**src/rtl/serial_bus_pkg.sv**
```systemverilog
// -----------------------------------------------------------------------------
// serial_bus_pkg
// Definitions shared by both ends of the serial bus (bus_master and the memory
// slave): frame start pattern, width helper functions and the master state enum.
// -----------------------------------------------------------------------------
package serial_bus_pkg;

    // Start-of-frame pattern, always the first three bits on control.
    localparam logic [2:0] START = 3'b111;

    // Bits needed to address one of 'slaves' slaves (at least one bit).
    function automatic int sid_w(input int slaves);
        return (slaves > 1) ? $clog2(slaves) : 1;
    endfunction

    // Bits needed to address 'depth' words of slave memory (at least one bit).
    function automatic int addr_width(input int depth);
        return (depth > 1) ? $clog2(depth) : 1;
    endfunction

    // Bits needed to hold a word count of 0..max_burst.
    function automatic int len_w(input int max_burst);
        return $clog2(max_burst + 1);
    endfunction

    // Frame = start(3) + slave id + rw(1) + burst(1) + address.
    function automatic int frame_len(input int sid_bits, input int addr_bits);
        return 3 + sid_bits + 2 + addr_bits;
    endfunction

    typedef enum logic [2:0] {
        IDLE  = 3'd0,
        FRAME = 3'd1,
        ACK   = 3'd2,
        WRITE = 3'd3,
        READ  = 3'd4
    } bm_state_e;

endpackage

```
**src/rtl/ser_shift.sv**
```systemverilog
// -----------------------------------------------------------------------------
// ser_shift
// Loadable MSB-first shift register with a shift counter. Used as the frame
// serializer, the write-data serializer and the read-data deserializer.
//   clk, resetn  : clock, asynchronous active-low reset
//   load         : parallel load of load_val; clears the counter (wins over all)
//   load_val     : parallel word to serialize
//   shift_en     : shift left one place, serial_in enters at the LSB
//   serial_in    : bit entering the LSB on a shift
//   clr          : clear the counter (takes priority over the count increment)
//   serial_out   : current MSB (a flop output)
//   par_out      : full register contents
//   bit_cnt      : number of shifts since the last load/clear
// -----------------------------------------------------------------------------
module ser_shift #(
    parameter int W  = 8,
    parameter int CW = $clog2(W + 1)
) (
    input  logic          clk,
    input  logic          resetn,
    input  logic          load,
    input  logic [W-1:0]  load_val,
    input  logic          shift_en,
    input  logic          serial_in,
    input  logic          clr,
    output logic          serial_out,
    output logic [W-1:0]  par_out,
    output logic [CW-1:0] bit_cnt
);

    localparam logic [CW-1:0] CNT_ONE = CW'(1);

    logic [W-1:0]  r_sr;
    logic [CW-1:0] r_cnt;

    // Shift register and shift counter.
    always_ff @(posedge clk or negedge resetn) begin
        if (!resetn) begin
            r_sr  <= '0;
            r_cnt <= '0;
        end else if (load) begin
            r_sr  <= load_val;
            r_cnt <= '0;
        end else begin
            if (shift_en) begin
                r_sr <= {r_sr[W-2:0], serial_in};
            end else begin
                r_sr <= r_sr;
            end
            if (clr) begin
                r_cnt <= '0;
            end else if (shift_en) begin
                r_cnt <= r_cnt + CNT_ONE;
            end else begin
                r_cnt <= r_cnt;
            end
        end
    end

    assign serial_out = r_sr[W-1];
    assign par_out    = r_sr;
    assign bit_cnt    = r_cnt;

endmodule

```
**src/rtl/bus_master.sv**
```systemverilog
// -----------------------------------------------------------------------------
// bus_master
// Initiator end of the serial bus. Takes a parallel read/write command from the
// host, sends the control frame serially on 'control', waits for the slave's
// frame acknowledge (ready low then high), then either streams write words on
// wD/valid/last or collects read words from rD qualified by ready.
// Ports:
//   clk, resetn             : clock, asynchronous active-low reset
//   cmd_valid / cmd_ready   : host command handshake (ready only in IDLE)
//   cmd_rw, cmd_burst       : 1 = write / burst flag copied into the frame
//   cmd_slave, cmd_addr     : target slave and start address
//   cmd_len                 : word count (0 is treated as 1)
//   wr_data / wr_ack        : next write word, wr_ack pulses when it is taken
//   rd_data / rd_valid      : last received word and its update pulse
//   done / error            : completion pulse / acknowledge-timeout pulse
//   control                 : serial control frame (idles 0)
//   wD, valid, last         : serial write data, qualifier, final-word flag
//   rD, ready               : serial read data and slave handshake
// -----------------------------------------------------------------------------
module bus_master
    import serial_bus_pkg::*;
#(
    parameter int ADDR_DEPTH = 2000,
    parameter int SLAVES     = 3,
    parameter int DATA_WIDTH = 32,
    parameter int MAX_BURST  = 16,
    parameter int TIMEOUT    = 64
) (
    input  logic                              clk,
    input  logic                              resetn,
    input  logic                              cmd_valid,
    output logic                              cmd_ready,
    input  logic                              cmd_rw,
    input  logic                              cmd_burst,
    input  logic [sid_w(SLAVES)-1:0]          cmd_slave,
    input  logic [addr_width(ADDR_DEPTH)-1:0] cmd_addr,
    input  logic [len_w(MAX_BURST)-1:0]       cmd_len,
    input  logic [DATA_WIDTH-1:0]             wr_data,
    output logic                              wr_ack,
    output logic [DATA_WIDTH-1:0]             rd_data,
    output logic                              rd_valid,
    output logic                              done,
    output logic                              error,
    output logic                              control,
    output logic                              wD,
    output logic                              valid,
    output logic                              last,
    input  logic                              rD,
    input  logic                              ready
);

    localparam int SID_W      = sid_w(SLAVES);
    localparam int ADDR_WIDTH = addr_width(ADDR_DEPTH);
    localparam int LEN_W      = len_w(MAX_BURST);
    localparam int FRAME_LEN  = frame_len(SID_W, ADDR_WIDTH);
    localparam int FCW        = $clog2(FRAME_LEN + 1);
    localparam int DCW        = $clog2(DATA_WIDTH + 1);
    localparam int TW         = $clog2(TIMEOUT + 1);

    localparam logic [FCW-1:0]   FRAME_LAST = FCW'(FRAME_LEN - 1);
    localparam logic [DCW-1:0]   WORD_LAST  = DCW'(DATA_WIDTH - 1);
    localparam logic [TW-1:0]    TMO_LAST   = TW'(TIMEOUT - 1);
    localparam logic [TW-1:0]    TMO_ONE    = TW'(1);
    localparam logic [LEN_W-1:0] LEN_ONE    = LEN_W'(1);
    localparam logic [LEN_W-1:0] LEN_TWO    = LEN_W'(2);

    bm_state_e r_state;
    bm_state_e w_state_nxt;

    logic                  r_cmd_ready;
    logic                  r_rw;
    logic [LEN_W-1:0]      r_len;
    logic [LEN_W-1:0]      r_words;
    logic [TW-1:0]         r_tmo;
    logic                  r_seen0;
    logic                  r_valid;
    logic                  r_last;
    logic                  r_wr_ack;
    logic                  r_rd_valid;
    logic                  r_done;
    logic                  r_error;
    logic [DATA_WIDTH-1:0] r_rd_data;

    logic                  w_frame_load;
    logic                  w_frame_shift;
    logic                  w_frame_end;
    logic                  w_ack_done;
    logic                  w_timeout;
    logic                  w_wr_shift;
    logic                  w_wr_load;
    logic                  w_wr_word_end;
    logic                  w_rd_shift;
    logic                  w_rd_word_end;
    logic                  w_word_end;
    logic                  w_final;

    logic [FRAME_LEN-1:0]  w_frame_val;
    logic                  w_frame_ser;
    logic [FRAME_LEN-1:0]  w_frame_par;
    logic [FCW-1:0]        w_frame_cnt;
    logic                  w_wr_ser;
    logic [DATA_WIDTH-1:0] w_wr_par;
    logic [DCW-1:0]        w_wr_cnt;
    logic                  w_rd_ser;
    logic [DATA_WIDTH-1:0] w_rd_par;
    logic [DCW-1:0]        w_rd_cnt;
    logic                  w_unused_bits;

    assign w_frame_val = {START, cmd_slave, cmd_rw, cmd_burst, cmd_addr};

    // Frame serializer: zeros shift in behind the frame, so control falls to 0
    // on its own once the last bit has left.
    ser_shift #(.W(FRAME_LEN), .CW(FCW)) u_frame (
        .clk        (clk),
        .resetn     (resetn),
        .load       (w_frame_load),
        .load_val   (w_frame_val),
        .shift_en   (w_frame_shift),
        .serial_in  (1'b0),
        .clr        (w_frame_end),
        .serial_out (w_frame_ser),
        .par_out    (w_frame_par),
        .bit_cnt    (w_frame_cnt)
    );

    // Write serializer: after the final word it has shifted out completely,
    // leaving wD at 0 while idle.
    ser_shift #(.W(DATA_WIDTH), .CW(DCW)) u_wr (
        .clk        (clk),
        .resetn     (resetn),
        .load       (w_wr_load),
        .load_val   (wr_data),
        .shift_en   (w_wr_shift),
        .serial_in  (1'b0),
        .clr        (w_wr_word_end),
        .serial_out (w_wr_ser),
        .par_out    (w_wr_par),
        .bit_cnt    (w_wr_cnt)
    );

    // Read deserializer: only shifts on ready, counter cleared at each word end.
    ser_shift #(.W(DATA_WIDTH), .CW(DCW)) u_rd (
        .clk        (clk),
        .resetn     (resetn),
        .load       (1'b0),
        .load_val   ({DATA_WIDTH{1'b0}}),
        .shift_en   (w_rd_shift),
        .serial_in  (rD),
        .clr        (w_rd_word_end),
        .serial_out (w_rd_ser),
        .par_out    (w_rd_par),
        .bit_cnt    (w_rd_cnt)
    );

    assign w_unused_bits = ^{w_frame_par, w_wr_par, w_rd_ser};

    // State register.
    always_ff @(posedge clk or negedge resetn) begin
        if (!resetn) begin
            r_state <= IDLE;
        end else begin
            r_state <= w_state_nxt;
        end
    end

    // Per-state control strobes for the shifters and the pulse outputs.
    always_comb begin
        w_frame_load  = 1'b0;
        w_frame_shift = 1'b0;
        w_frame_end   = 1'b0;
        w_ack_done    = 1'b0;
        w_timeout     = 1'b0;
        w_wr_shift    = 1'b0;
        w_rd_shift    = 1'b0;
        w_word_end    = 1'b0;
        case (r_state)
            IDLE: begin
                w_frame_load = cmd_valid & r_cmd_ready;
            end
            FRAME: begin
                w_frame_shift = 1'b1;
                w_frame_end   = (w_frame_cnt == FRAME_LAST);
            end
            ACK: begin
                // An acknowledge on the last allowed cycle still wins.
                w_ack_done = r_seen0 & ready;
                w_timeout  = ~(r_seen0 & ready) & (r_tmo == TMO_LAST);
            end
            WRITE: begin
                w_wr_shift = 1'b1;
                w_word_end = (w_wr_cnt == WORD_LAST);
            end
            READ: begin
                w_rd_shift = ready;
                w_word_end = ready & (w_rd_cnt == WORD_LAST);
            end
            default: begin
                w_frame_load = 1'b0;
            end
        endcase
        w_wr_word_end = w_word_end & (r_state == WRITE);
        w_rd_word_end = w_word_end & (r_state == READ);
        w_final       = w_word_end & (r_words == LEN_ONE);
        // A write word is fetched on entry to WRITE and at every non-final word end.
        w_wr_load     = (w_ack_done & r_rw) | (w_wr_word_end & ~w_final);
    end

    // Next-state logic.
    always_comb begin
        w_state_nxt = r_state;
        case (r_state)
            IDLE: begin
                if (w_frame_load) w_state_nxt = FRAME;
                else              w_state_nxt = IDLE;
            end
            FRAME: begin
                if (w_frame_end) w_state_nxt = ACK;
                else             w_state_nxt = FRAME;
            end
            ACK: begin
                if (w_ack_done)     w_state_nxt = r_rw ? WRITE : READ;
                else if (w_timeout) w_state_nxt = IDLE;
                else                w_state_nxt = ACK;
            end
            WRITE: begin
                if (w_final) w_state_nxt = IDLE;
                else         w_state_nxt = WRITE;
            end
            READ: begin
                if (w_final) w_state_nxt = IDLE;
                else         w_state_nxt = READ;
            end
            default: begin
                w_state_nxt = IDLE;
            end
        endcase
    end

    // Command latch, counters and registered outputs.
    always_ff @(posedge clk or negedge resetn) begin
        if (!resetn) begin
            r_cmd_ready <= 1'b1;
            r_rw        <= 1'b0;
            r_len       <= '0;
            r_words     <= '0;
            r_tmo       <= '0;
            r_seen0     <= 1'b0;
            r_valid     <= 1'b0;
            r_last      <= 1'b0;
            r_wr_ack    <= 1'b0;
            r_rd_valid  <= 1'b0;
            r_done      <= 1'b0;
            r_error     <= 1'b0;
            r_rd_data   <= '0;
        end else begin
            r_cmd_ready <= (w_state_nxt == IDLE);
            r_valid     <= (w_state_nxt == WRITE);
            r_wr_ack    <= w_wr_load;
            r_rd_valid  <= w_rd_word_end;
            r_done      <= w_final;
            r_error     <= w_timeout;

            if (w_frame_load) begin
                r_rw  <= cmd_rw;
                r_len <= (cmd_len == '0) ? LEN_ONE : cmd_len;
            end else begin
                r_rw  <= r_rw;
                r_len <= r_len;
            end

            // Acknowledge tracking restarts on every entry to ACK.
            if (r_state == ACK) begin
                r_tmo   <= r_tmo + TMO_ONE;
                r_seen0 <= r_seen0 | ~ready;
            end else begin
                r_tmo   <= '0;
                r_seen0 <= 1'b0;
            end

            // r_words counts the current word too, so last follows it reaching 1.
            if (w_ack_done) begin
                r_words <= r_len;
                r_last  <= (r_len == LEN_ONE);
            end else if (w_word_end) begin
                r_words <= r_words - LEN_ONE;
                r_last  <= (r_words == LEN_TWO);
            end else begin
                r_words <= r_words;
                r_last  <= r_last;
            end

            if (w_rd_word_end) begin
                r_rd_data <= {w_rd_par[DATA_WIDTH-2:0], rD};
            end else begin
                r_rd_data <= r_rd_data;
            end
        end
    end

    assign cmd_ready = r_cmd_ready;
    assign wr_ack    = r_wr_ack;
    assign rd_data   = r_rd_data;
    assign rd_valid  = r_rd_valid;
    assign done      = r_done;
    assign error     = r_error;
    assign control   = w_frame_ser;
    assign wD        = w_wr_ser;
    assign valid     = r_valid;
    assign last      = r_last;

endmodule

```
**config.mk**
```make
export PLATFORM = sky130hd
export DESIGN_NAME = bus_master
export DESIGN_NICKNAME = d
export VERILOG_FILES = /design/src/rtl/serial_bus_pkg.sv /design/src/rtl/ser_shift.sv /design/src/rtl/bus_master.sv
export SDC_FILE = /design/constraint.sdc
export NUM_CORES = 1
export LEC_CHECK = 0
export ABC_AREA = 1
export ABC_CLOCK_PERIOD_IN_PS = 3000
export BUFFER_PORTS_ARGS = -buffer_cell sky130_fd_sc_hd__buf_2
export CAP_MARGIN = 20
export CORE_UTILIZATION = 40
export DETAILED_ROUTE_END_ITERATION = 7
export MAX_ROUTING_LAYER = met4
export PLACE_DENSITY = 0.58
export SLEW_MARGIN = 20
export SYNTH_ARGS = -nofsm -noshare
export SYNTH_HDL_FRONTEND = slang
export SYNTH_HIERARCHICAL = 1
export SYNTH_SLANG_ARGS = --single-unit
```
**constraint.sdc**
```tcl
create_clock -name clk -period 3 [get_ports clk]
set_input_delay 0.45 -clock clk [delete_from_list [all_inputs] [get_ports clk]]
set_output_delay 0.45 -clock clk [all_outputs]
set_load 0.05 [all_outputs]
```
Word level (Yosys, flattened, before mapping)
Cells that the tools add are included.

Bits in registers: 159. Input bits: 57. Output and inout port bits: 41. Logic and storage cells: 95.

Add/sub/neg operators: 5. Equality and inequality tests: 12. Multiplexer cells: 35. Bitwise gates (word level): 14. Reduce and logical (&&, ||, !) cells: 9.

Operator list (number): $mux 32 (2); $mux 18 (2); $mux 5 (6); $mux 6 (5); $pmux 3 s5 (1); $add 6x1->6 const B (2); $eq 6x5->1 const B (2); $mux 1 (11); $eq 5x1->1 const B (2); $and 1x1->1 (9); $eq 3x2->1 const B (3); $mux 3 (3); $reduce_bool 2->1 (4); $add 7x1->7 const B (1); $eq 7x6->1 const B (1); $mux 7 (1); $logic_not 3->1 (2); $mux 2 (3); $reduce_bool 3->1 (2); $add 5x1->5 const B (1); $eq 5x2->1 const B (1); $eq 5x5->1 const B (1); $logic_not 5->1 (1); $sub 5x1->5 const B (1); 5 further kinds (8).

Longest topological paths before layout
Gate-level depths: netlist (run 1).

Depth after elaboration: 8. Depth in mapped cells: 12. Gate-level depth less buffers: 11.

Hierarchy
The synthesis (run 1) kept the hierarchy.

By module, submodules not included: ser_shift (u_rd ...) (instances 2, cells each 193, area each 1991.9 um2, sequential area each 950.9 um2); bus_master (instances 1, cells each 323, area each 2761.4 um2, sequential area each 1527.7 um2); ser_shift (u_frame) (instances 1, cells each 130, area each 1083.5 um2, sequential area each 575.6 um2).

Worst setup path after synthesis (run 1)
OpenSTA, ideal clock, no wires.

Kind: register to register. Start: register r_cmd_ready, in the netlist cmd_ready. End: register u_frame.r_sr[10], in the netlist u_frame/par_out[10]. Library setup time: 124 ps. Arrival time: 1555 ps. Required time: 2876 ps. Setup slack: 1321 ps. Stages on the path, launching flop included: 10. Path buffers: 2. Period minus slack after synthesis: 1679 ps. Cell sequence: dfstp_2 -> nand3_1 -> nor2_1 -> buf_2 -> inv_1 -> nand2_2 -> inv_2 -> buf_6 -> nand2_1 -> nand3_1.

Longest elaborated chain between the ends: 3. Elaborated cells between the ends (all ways): 4. Classes of those cells: mux: 2; bitwise: 1; reduce/logical: 1.

RTL lines: start: declaration (RTL line bus_master.sv:70) `logic r_cmd_ready;`; start signal: assignment (RTL line bus_master.sv:256) `r_cmd_ready <= (w_state_nxt == IDLE);`; $and 1x1->1 (*) (RTL line bus_master.sv:178) `w_frame_load = cmd_valid & r_cmd_ready;`; $mux 1 (*) (RTL line bus_master.sv:176) `case (r_state)`; named net w_frame_load (RTL line bus_master.sv:84) `logic w_frame_load;`; $mux 18 / $reduce_bool 2->1 (equally long branches); end signal: assignment (RTL line ser_shift.sv:42) `r_sr <= load_val;`; end signal: assignment (RTL line ser_shift.sv:46) `r_sr <= {r_sr[W-2:0], serial_in};`; end signal: assignment (RTL line ser_shift.sv:48) `r_sr <= r_sr;`; end: declaration (RTL line ser_shift.sv:33) `logic [W-1:0] r_sr;`.

The timed path passes the listed nets; every way through them passes the cells marked *. A chain may end at the register's enable or synchronous reset.

Worst setup path in the final report (run 1)
Start: register r_state[2]. End: register u_wr.r_sr[23], in the netlist u_wr/par_out[23].

Longest elaborated chain between the ends: 7. Elaborated cells between the ends (all ways): 14. Classes of those cells: eq/ne: 3; mux: 4; bitwise: 6; reduce/logical: 1.

RTL lines: start: declaration (RTL line bus_master.sv:67) `bm_state_e r_state;`; start signal: assignment (RTL line bus_master.sv:162) `r_state <= w_state_nxt;`; $eq 3x3->1 / $eq 3x2->1 (equally long branches) (RTL line bus_master.sv:176, bus_master.sv:201); $pmux 1 s2 (RTL line bus_master.sv:176); $and 1x1->1 (RTL line bus_master.sv:203) `w_final = w_word_end & (r_words == LEN_ONE);`; $not 1->1 (RTL line bus_master.sv:205) `w_wr_load = (w_ack_done & r_rw) | (w_wr_word_end & ~w_final);`; $and 1x1->1 (RTL line bus_master.sv:205); $or 1x1->1 (*) (RTL line bus_master.sv:205); named net w_wr_load (RTL line bus_master.sv:90) `logic w_wr_load;`; $mux 32 / $reduce_bool 2->1 (equally long branches); end signal: assignment (RTL line ser_shift.sv:42); end signal: assignment (RTL line ser_shift.sv:46); end signal: assignment (RTL line ser_shift.sv:48); end: declaration (RTL line ser_shift.sv:33).

Marked as above.

==> impl_metrics.ini, run 1 <==
[outcome]
outcome = finished, final reports clean

[die]
die_x_um = 141.3
rows = 50
die_height_um = 141.3
fp.coreArea_um2 = 18890
ioPinCount = 98
start_util_pct = 41.09
dieArea_um2 = 19970

[sta]
holdWs_ns = 0.2363
rsz0062_at_grt = no
min_period_ns = 2.353
tns_ns = 0
worst_pin_slew_ns = 0.8846
slew_viol_final = 0
finClkSkew_ns = 0.01018
maxSlewHeadroom_pct = 40.82
max_freq_ghz = 0.4250
setup_viol = 0
finalHoldViolCount = 0
fin_crit_sh_pct = 78.44

[grt]
grt_overflow_total = 0
first_global_vias = 5594
grt_pass1_wl_um = 27370
track_usage_pct = 17.86
antenna_found_initial = 1
grt_max_degree = 49

[clock_network]
path_clk_slew_ns = 0.06
clock-sinks = 159
cts_htree_levels = 4
root_buffer = clkbuf_16
cts_resized = 0
cts_buffers = 17
cts_tree = yes
clock_latency_ns = 0.42
clock_path_buffers = 2
hold_buffers = 1
post_cts_buffers = 0

[final_layout]
final_common_cell = nand2_1
drive_gt1_share_pct = 25.28
layout.nets = 1025
instances_no_fill = 1234
n_fill_cell = 1831
area_delta_synth_final_pct = 17.71
layout_common_cells = nand2_1 (286), dfrtp_1 (158), inv_1 (110)
fin_util_pct = 48.37

[detailed_routing]
dr.pass1.iters = 4
vias = 5616
vias_per_cell = 4.551
wl_met3_um = 557
drc = 0
wl_per_cell_um = 12.77
drtIter0Drc = 247
routed.top_layer = met4
routed_wl_um = 15760
met2_length_um = 7533
drtAntennaViolNets = 0
met1_length_um = 7511

[run]
max_cap_viol_count = 0

[setup_path]
cp_max_fo = 34
critPathKind = reg -> reg
start_kind = flip-flop
arrival_ns = 2.65
r2r-start = r_state[2]
reg2reg_to = u_wr/par_out[23]
r2r_cells = 10
r2r_slack_ns = 0.65
cp-end-kind = flip-flop
critical_path_required_ns = 3.30

[placed_design]
dp.cells = 1201
io_buffers = 97
gp_congestion = 0.7798
dpl.hpwl_um = 10810

[worst_hold_path]
hp-class = in -> reg
holdPathEnd = u_wr/par_out[13]
hp-start = wr_data[13]
holdPathStages = 3

[power]
powerDensity_nw_per_um2 = 502.7
leakage_uw = 0.004637
peakVddDrop_mv = 0.3793
p_total_uw = 4594

[yosys]
syn_area_um2 = 7764
avgSynthCellArea_um2 = 9.343
ys.warnings.count = 6
synthCells = 831
[how the worst max path moves through the flow]
stage	depth (start not counted)	from	end
global placement	10	ready	u_wr/par_out[18]
detailed placement	10	ready	u_wr/par_out[23]
CTS	10	r_state[2]	u_wr/par_out[6]
global route	10	r_state[0]	u_wr/par_out[21]
finish	10	r_state[2]	u_wr/par_out[23]
floorplan	9	cmd_ready	u_frame/par_out[10]
[metal layers]
metal  vias up  global-route usage (%)
li1       2901                       -
met1      2618                   22.81
met2        85                   28.11
met3        12                   4.624
met4         0                   4.920
met5         -                       -
[state kept, by name, indices dropped and copies added, names as in the netlist]
register	flops
u_wr/par_out	32
r_seen0	1
rd_valid	1
u_rd/par_out	31
u_frame/bit_cnt	5
error	1
u_frame/par_out	18
last	1
done	1
r_words	5
u_rd/bit_cnt	6
wr_ack	1
r_len	5
r_tmo	7
r_rw	1
rd_data	32
u_wr/bit_cnt	6
cmd_ready	1
r_state	3
valid	1
[through the flow]
stage	setup slack (ns)	instance area, um^2
detailed placement	0.6240	8551
CTS	0.6198	9136
global route	0.4663	9139
floorplan	1.321	7895
finish	0.6469	9139
global placement	0.6604	8551
[critical path: stages (launching register included)]
cell and delay, ns:
dfrtp_1 0.45, inv_2 0.10, nand3_2 0.15, nor2_4 0.35, nand2_2 0.13, o21ai_4 0.12, buf_4 0.39, nor2_8 0.09
inv_2 0.08, buf_12 0.21, o221ai_2 0.11
[layout make-up]
type	instances	area, um^2	share of cell area, %
antenna	1	2.502	0.02738
clock buffer	22	494.2	5.408
clock inverter	9	81.33	0.8899
inverter	120	450.4	4.929
multi-input combinational	552	3168	34.67
sequential	159	3980	43.55
tap	260	325.3	3.560
timing repair buffer	111	636.9	6.969
[where the power goes]
| part | switching, uW | leakage, uW | internal (uW) |
|---|---|---|---|
| logic | 164 | 0.00233 | 104 |
| clock network | 853 | 0.000280 | 1240 |
| registers | 25.6 | 0.00203 | 2200 |
No activity file was read; power rests on OpenSTA's default activity.
==> run 2, diff against run 1 <==
ABC_CLOCK_PERIOD_IN_PS = 2500   (was 3000)
clock period = 2.5 ns   (was 3 ns; I/O delays follow)
==> impl_metrics.ini, run 2 (synthesis gave the netlist of run 1 again) <==
[placed_design]
io_buffers = 97
dpl.hpwl_um = 11140
dp_slack_ns = 0.4340
gp_congestion = 0.8005

[sta]
rsz0062_at_grt = no
finClkSkew_ns = 0.007926
min_period_ns = 2.067
setup_ws_ns = 0.4328
fin_crit_sh_pct = 82.69
slew_viol_final = 0
max_freq_ghz = 0.4837
holdWs_ns = 0.1599
worst_pin_slew_ns = 0.6332
setup_viol = 0
finalHoldViolCount = 0
maxSlewHeadroom_pct = 57.79
tns_ns = 0

[clock_network]
cts_resized = 0
cts_tree = yes
clock_path_buffers = 2
post_cts_buffers = 0
path_clk_slew_ns = 0.06
root_buffer = clkbuf_16
clock_latency_ns = 0.43
cts_buffers = 17
hold_buffers = 1
cts_htree_levels = 4
clock-sinks = 159

[setup_path]
reg2reg_to = u_wr/par_out[7]
critical_path_required_ns = 2.80
critPathKind = reg -> reg
r2r_cells = 8
cp_max_fo = 12
start_kind = flip-flop
r2r_slack_ns = 0.43
cp-end-kind = flip-flop
arrival_ns = 2.37
r2r-start = r_words[0]

[die]
ioPinCount = 98
die_height_um = 141.3
die_x_um = 141.3
dieArea_um2 = 19970
start_util_pct = 41.09
fp.coreArea_um2 = 18890
rows = 50

[power]
combPwrFrac_pct = 5.9
pwr-share-clk_pct = 46.3
sw_frac_of_total_pct = 22.18
leakage_uw = 0.004682
powerDensity_nw_per_um2 = 607.3
intPower_uw = 4354
seqPwrFrac_pct = 47.8
peakVddDrop_mv = 0.4660
switchingPower_uw = 1241

[final_layout]
seq_area_um2 = 3980
multi_input_area_um2 = 3168
layout_common_cells = nand2_1 (286), dfrtp_1 (158), inv_1 (110)
area_delta_synth_final_pct = 18.66
final_common_cell = nand2_1
fin_util_pct = 48.76
drive_gt1_share_pct = 25.71
diodes = 0
n_fill_cell = 1851
layout.nets = 1032

[outcome]
outcome = finished, final reports clean

[detailed_routing]
wl_per_cell_um = 12.84
vias = 5674
routed_wl_um = 15920
drtAntennaViolNets = 0
drtIter0Drc = 286
vias_per_cell = 4.576
drc = 0
dr.pass1.iters = 4

[grt]
grt_pass1_wl_um = 27360
track_usage_pct = 17.91
grt_overflow_total = 0
antenna_found_initial = 0
grt_max_degree = 68
first_global_vias = 5466

[worst_hold_path]
hp-class = in -> reg
holdPathStages = 3
holdPathEnd = u_wr/par_out[23]
hp-start = wr_data[23]

[run]
max_cap_viol_count = 0
==> run 2: worst max path at each step <==
stage / startpoint / end / slack (ns) / cells past startpoint
2_1_floorplan: cmd_ready / u_frame/par_out[10] / 0.82 / 9
3_5_place_dp: r_words[0] / u_wr/par_out[6] / 0.43 / 8
6_report: r_words[0] / u_wr/par_out[7] / 0.43 / 8
4_1_cts: r_words[0] / u_wr/par_out[6] / 0.42 / 8
3_3_place_gp: r_words[0] / u_wr/par_out[7] / 0.47 / 8
5_1_grt: u_wr/bit_cnt[2] / u_wr/par_out[7] / 0.26 / 8
==> run 2: cell type report <==
cell class	instances	area share, %
clock buffers	19	4.808
well taps	260	3.531
inverters	120	4.889
flip-flops and latches	159	43.20
repair buffers	118	7.619
multi-input cells	552	34.39
clock inverters	12	1.562
==> run 2: stage by stage <==
| stage | cells | power [uW] | instance area [um^2] |
|---|---|---|---|
| global route | 1240 | 5823 | 9213 |
| detailed placement | 1208 | 3053 | 8616 |
| global placement | 1208 | 3049 | 8616 |
| finish | 1240 | 5595 | 9213 |
| floorplan | 866 | 2912 | 7895 |
| CTS | 1240 | 5669 | 9213 |
==> run 2: power groups by stage <==
stage | clock, uW | sequential, uW | combinational, uW
after global routing | 2760 | 2680 | 377
after detailed placement | 0 | 2720 | 332
after CTS | 2660 | 2680 | 334
after floorplan | 0 | 2720 | 195
final | 2590 | 2680 | 328
after global placement | 0 | 2720 | 328
==> run 2: worst max-delay path, cell delays in order, from the launching register on <==
cell      delay [ns]
dfrtp_1         0.41
ha_1            0.21
nand3_1         0.08
inv_1           0.10
o21ai_4         0.46
nor2_8          0.09
inv_2           0.25
buf_4           0.25
o221ai_2        0.10
==> run 2: per-layer routing <==
metal | GRT usage (%) | wire length, um | vias to the layer above
met5 | - | 0 | -
met4 | 5.206 | 178 | 0
met3 | 4.016 | 497 | 12
met2 | 27.88 | 7556 | 74
met1 | 23.43 | 7690 | 2667
li1 | - | - | 2921
